## config.mk

```make
export PLATFORM = sky130hd
export DESIGN_NAME = dac_tx_mixer
export DESIGN_NICKNAME = d
export VERILOG_FILES = /design/src/rtl/dac_tx_mixer.sv
export SDC_FILE = /design/constraint.sdc
export NUM_CORES = 2
export LEC_CHECK = 0
export ABC_AREA = 1
export CAP_MARGIN = 20
export CORE_MARGIN = 3
export CORE_UTILIZATION = 65
export CTS_BUF_LIST = sky130_fd_sc_hd__clkbuf_16
export CTS_CLUSTER_SIZE = 8
export DETAILED_ROUTE_END_ITERATION = 8
export GPL_ROUTABILITY_DRIVEN = 0
export HOLD_SLACK_MARGIN = 0.03
export PLACE_DENSITY = 0.84
export RECOVER_POWER = 100
export SLEW_MARGIN = 5
export SYNTH_ARGS = -nofsm -noshare
export SYNTH_HDL_FRONTEND = slang
export SYNTH_SLANG_ARGS = --single-unit
```

## constraint.sdc

```tcl
create_clock -name da_clk -period 7.1 [get_ports da_clk]
set_input_delay 1.775 -clock da_clk [delete_from_list [all_inputs] [get_ports da_clk]]
set_output_delay 1.775 -clock da_clk [all_outputs]
set_load 0.1 [all_outputs]
```

## src/rtl/dac_tx_mixer.sv

```systemverilog
// Transmit IQ mixer: per channel, sums I*cos + Q*sin over MIX_NUM selected carriers
// through a 3-stage pipeline and emits a saturated 16-bit PCM sample per input strobe.
module dac_tx_mixer #(
    parameter int unsigned CHANNEL  = 2,
    parameter int unsigned FREQ_NUM = 2,
    parameter int unsigned MIX_NUM  = 1
) (
    input  logic                            da_clk,
    input  logic                            rst_n,
    input  logic [16*FREQ_NUM-1:0]          ipcm_in,
    input  logic [16*FREQ_NUM-1:0]          qpcm_in,
    input  logic                            iqpcm_valid,
    input  logic [16*MIX_NUM*CHANNEL-1:0]   cos_sita,
    input  logic [16*MIX_NUM*CHANNEL-1:0]   sin_sita,
    input  logic [4*MIX_NUM*CHANNEL-1:0]    choose,
    output logic [CHANNEL-1:0]              dac_pcm_out_valid,
    output logic [16*CHANNEL-1:0]           dac_pcm_out
);

    localparam int unsigned SLOTS = CHANNEL * MIX_NUM;

    logic signed [15:0] sel_i [SLOTS];
    logic signed [15:0] sel_q [SLOTS];

    logic               v1;
    logic signed [15:0] i1   [SLOTS];
    logic signed [15:0] q1   [SLOTS];
    logic signed [15:0] cos1 [SLOTS];
    logic signed [15:0] sin1 [SLOTS];

    logic               v2;
    logic signed [31:0] p_ic [SLOTS];
    logic signed [31:0] p_qs [SLOTS];

    logic signed [35:0] acc;
    logic signed [35:0] shr;
    logic signed [15:0] sat  [CHANNEL];

    // Compare-based mux: out-of-range choose values match nothing and select zero.
    always_comb begin
        for (int unsigned s = 0; s < SLOTS; s++) begin
            sel_i[s] = '0;
            sel_q[s] = '0;
            for (int unsigned f = 0; f < FREQ_NUM; f++) begin
                if (choose[4*s +: 4] == 4'(f)) begin
                    sel_i[s] = ipcm_in[16*f +: 16];
                    sel_q[s] = qpcm_in[16*f +: 16];
                end
            end
        end
    end

    always_ff @(posedge da_clk or negedge rst_n) begin
        if (!rst_n) begin
            v1 <= 1'b0;
            for (int unsigned s = 0; s < SLOTS; s++) begin
                i1[s]   <= '0;
                q1[s]   <= '0;
                cos1[s] <= '0;
                sin1[s] <= '0;
            end
        end else begin
            v1 <= iqpcm_valid;
            if (iqpcm_valid) begin
                for (int unsigned s = 0; s < SLOTS; s++) begin
                    i1[s]   <= sel_i[s];
                    q1[s]   <= sel_q[s];
                    cos1[s] <= cos_sita[16*s +: 16];
                    sin1[s] <= sin_sita[16*s +: 16];
                end
            end
        end
    end

    always_ff @(posedge da_clk or negedge rst_n) begin
        if (!rst_n) begin
            v2 <= 1'b0;
            for (int unsigned s = 0; s < SLOTS; s++) begin
                p_ic[s] <= '0;
                p_qs[s] <= '0;
            end
        end else begin
            v2 <= v1;
            if (v1) begin
                for (int unsigned s = 0; s < SLOTS; s++) begin
                    p_ic[s] <= 32'(i1[s]) * 32'(cos1[s]);
                    p_qs[s] <= 32'(q1[s]) * 32'(sin1[s]);
                end
            end
        end
    end

    always_comb begin
        acc = '0;
        shr = '0;
        for (int unsigned c = 0; c < CHANNEL; c++) begin
            acc = '0;
            for (int unsigned m = 0; m < MIX_NUM; m++) begin
                acc = acc + 36'(p_ic[c*MIX_NUM+m]) + 36'(p_qs[c*MIX_NUM+m]);
            end
            shr = acc >>> 12;
            if (shr > 36'sd32767)
                sat[c] = 16'sh7fff;
            else if (shr < -36'sd32768)
                sat[c] = 16'sh8000;
            else
                sat[c] = shr[15:0];
        end
    end

    always_ff @(posedge da_clk or negedge rst_n) begin
        if (!rst_n) begin
            dac_pcm_out_valid <= '0;
            dac_pcm_out       <= '0;
        end else begin
            dac_pcm_out_valid <= {CHANNEL{v2}};
            if (v2) begin
                for (int unsigned c = 0; c < CHANNEL; c++) begin
                    dac_pcm_out[16*c +: 16] <= sat[c];
                end
            end
        end
    end

endmodule

```

Word level (Yosys, flattened, before mapping)
Cells that the tools add are included.
W data, S select, Z words.
- register bits: 291
- input bits: 139
- output and inout port bits: 34
- logic and storage cells: 42
- add/subtract/negate cells: 2
- multiply operators: 4
- magnitude comparators: 4
- eq/ne operators: 2
- muxes and demuxes: 12
- reductions and logical operators: 2
- operators by type and width (operator ; number):
    $mux W16 ; 12
    $mul A16 B16 Y32 ; 4
    $add A32 B32 Y33 ; 2
    $gt A21 B16 Y1 const B ; 2
    $lt A21 B16 Y1 const B ; 2
    $eq A4 B1 Y1 const B ; 2
    $logic_not A4 Y1 ; 2

Depth between registers and ports, before layout
- depth after elaboration: 4
- gate-level depth with buffers: 28
- mapped depth without buffers: 26

Worst setup path after synthesis
Ideal clock, no wire load.
- path kind: register to register
- from: register i1[15] in the netlist's numbering
- to: register p_ic[31] in the netlist's numbering
- setup time: 118 ps
- arrival time: 5719 ps
- data required time: 6982 ps
- slack: 1263 ps
- cell stages (with the launch flop): 22
- buffers on the path: 2
- period minus slack after synthesis: 5837 ps
- path through: dfrtp_1 clkbuf_1 clkbuf_1 nand2_1 inv_1 fa_1 fa_1 fa_1 fa_1 fa_1 inv_1 fa_1 inv_1 ha_1 nand2_1 nor4_1 o21ai_0 nand3_1 a21oi_1 or2_2 nand3_1 nand2_1
- cells in the longest elaborated chain, start to end: 1
- RTL lines (element ; line ; RTL):
    from (decl) ; 26 ; logic signed [15:0] i1 [SLOTS];
    from (signal, indexed assignment) ; 66 ; i1[s] <= sel_i[s];
    $mul A16 B16 Y32 ; 86 ; p_ic[s] <= 32'(i1[s]) * 32'(cos1[s]);
    to (signal, indexed assignment) ; 86 ;
    to (decl) ; 32 ; logic signed [31:0] p_ic [SLOTS];
Every way passes these cells.
A chain may end at the register's enable or synchronous reset.

Worst setup path in the final report
Ends and elaborated chain as after synthesis.

==> reports/qor.yml <==
syn_avg_cell_area_sq_um: 7.983
synthTopCellsByArea: "fa_1 (37%), inv_1 (13%), dfrtp_1 (13%)"
async_reset_ff_share_pct: 100.0
die_h_um: 300.4
peakVddDrop_uv: 514.3
post-route-min-period_ns: 6.549
grt_max_degree: 111
cp.required_ns: 7.56
nNetsFinal: 8559
post_cts_buffers: 0
drt_iter0_markers: 3644
ys_ff_latch: 291
violations: "max-capacitance violations, max-slew violations"
cts_resized: 0
diodes: 0
max_slew_margin_pct: -129.7
postSynthCellCount: 7057
ant_nets: 0
ys_seq_area_share_pct: 12.93
dieWidth_um: 300.4
fin_util_pct: 69.65
postRouteWirelength_um: 139600
initial_utilization_pct: 65.85
timing.final.hold_violations: 0
ioPinCount: 173
port_buffers: 172
fin_crit_sh_pct: 92.25
globalRouteTotalUtil_pct: 32.27
overflow: 0
area_delta_synth_final_pct: 5.765
syn_nets: 8634
fp-row-count: 107
vias: 44800
core_sq_um: 85550
cp-start-kind: "register"
max_freq_mhz: 152.7
htreeDepth: 2
n_fill_cell: 6576
ys.flop_type: "dfrtp_1"
via_per_inst: 5.507
critPathArrivalTime_ns: 7.01
setup_tns_ns: 0
hold_buffers: 0
yosysTopAreaCellShare_pct: 37.24
grt_pass1_wl_um: 233500
crit_type: "register to register"
fp.dieArea_sq_um: 90240
crit_path_end_kind: "register"
drc: 0
firstDrtPassIters: 6
place_ws_ns: 0.6765
drive_gt1_share_pct: 3.891
synth-edff-count: 0
rsz0062_at_grt: "false"
ys_types: 56
clock_sinks: 291
clkTransAtPathRegs_ns: 0.05
ys_warn_count: 0
postLayoutSetupSlackWorst_ns: 0.5506
hpwl_um: 112500
cap_violations: 11
cts_tree: "built"
setup_viol: 0
cts_max_path_buffers: 3
hold_path_class: "register to register"
status: "finished with violations"
insertion_delay_ns: 0.59
wl_per_cell_um: 17.16
drv_slew: 689
grt_pass1_vias: 48070
cts_buffers: 44
worst-slew-pin-transition_ns: 3.446
synth_top_area_cell: "fa_1"
p_leak_nw: 34.89
antenna_found_initial: 3
worst_clock_skew_ns: 0.01635
yosysMostFrequentCell: "inv_1"
p_per_area_nw_per_um2: 247.1
path_max_fanout: 17
synth_common_cells: "inv_1 (1969), nand2_1 (1749), fa_1 (1048), ha_1 (390), clkbuf_1 (296)"
netlist_area_sq_um: 56340
cts_root_buf: "clkbuf_16"
worst max-delay path, stage by stage, from the launching register on:
cell     delay [ns]
dfrtp_1        0.68
nand2_1        0.21
inv_1          0.16
fa_1           0.55
fa_1           0.95
fa_1           0.54
fa_1           0.50
fa_1           0.49
inv_1          0.05
fa_1           0.47
inv_1          0.04
ha_1           0.36
nand2_1        0.14
nor4_1         0.36
o21ai_0        0.19
nand3_1        0.20
a21oi_1        0.11
or2_2          0.28
nand3_1        0.07
nand2_1        0.07
routing by layer:
layer  vias to the layer above  GRT usage (%)  wire [um]
met2                      2034          54.35      68420
met3                       521          5.652      12060
li1                      20280              -          -
met4                         0          15.37       7446
met1                     21960          40.66      51640
met5                         -              0          0
worst paths after layout:
kind | slack, ns | depth (start not counted) | end | startpoint
min | 0.48 | 2 | p_qs[33]$_DFFE_PN0P_ | p_qs[33]$_DFFE_PN0P_
max in group asynchronous | 1.99 | 2 | p_qs[20]$_DFFE_PN0P_ | rst_n
max reg2reg | 0.55 | 19 | p_ic[31]$_DFFE_PN0P_ | i1[15]$_DFFE_PN0P_
max | 0.55 | 19 | p_ic[31]$_DFFE_PN0P_ | i1[15]$_DFFE_PN0P_
min in group asynchronous | 2.08 | 1 | cos1[4]$_DFFE_PN0P_ | rst_n
min reg2reg | 0.48 | 2 | p_qs[33]$_DFFE_PN0P_ | p_qs[33]$_DFFE_PN0P_
metrics by stage:
stage          hold slack [ns]  instances  instance area, sq um  power [mW]
6_report                0.4818       8135                 59590       14.72
5_1_grt                 0.5126       8135                 59590       16.05
4_1_cts                 0.4870       8135                 59660       14.71
3_5_place_dp            0.4751       8080                 58440       12.63
3_3_place_gp            0.4665       8080                 58440       12.30
2_1_floorplan           0.3905       7057                 56340       10.11
sequential cells by signal, summed over array words and instances, names as in the netlist:
name and count:
i1 32, sin1 32, p_qs 64, p_ic 64, dac_pcm_out_valid 1, v1 1, cos1 32, q1 32
dac_pcm_out 32, v2 1
cell type report:
class                      count  area [sq um]  area share (%)
clock buffer                  45          1126           1.890
tap                         1144          1431           2.402
multi-input combinational   4480         40410           67.82
clock inverter                10         91.34          0.1533
inverter                    1972          7403           12.42
sequential                   291          7282           12.22
timing repair buffer         193          1841           3.089
kinds of logic after synthesis:
kind of cell	synth area share (%)
and+or+nand+nor	16.08
DFF	12.93
xor gates and xnor gates	1.912
AOI/OAI and AO/OA	5.776
adders and majority gates	45.90
buffers and inverters	15.31
muxes	2.099
power breakdown:
| group | switching (mW) | total [mW] | internal, mW |
|---|---|---|---|
| Sequential | 0.591 | 2.69 | 2.10 |
| Clock | 0.797 | 1.98 | 1.18 |
| Combinational | 6.47 | 10.1 | 3.59 |
cell usage in the layout, fill, tap and decap left out, drive strengths merged, types with 116 or more instances in the layout:
| cell | n |
|---|---|
| a21oi | 185 |
| inv | 1974 |
| dfrtp | 291 |
| nand2 | 1779 |
| ha | 390 |
| fa | 1048 |
| nor2 | 268 |
| nand3 | 116 |
| o21ai | 172 |
| clkdlybuf4s50 | 136 |
(Power assumes the default switching activity.)
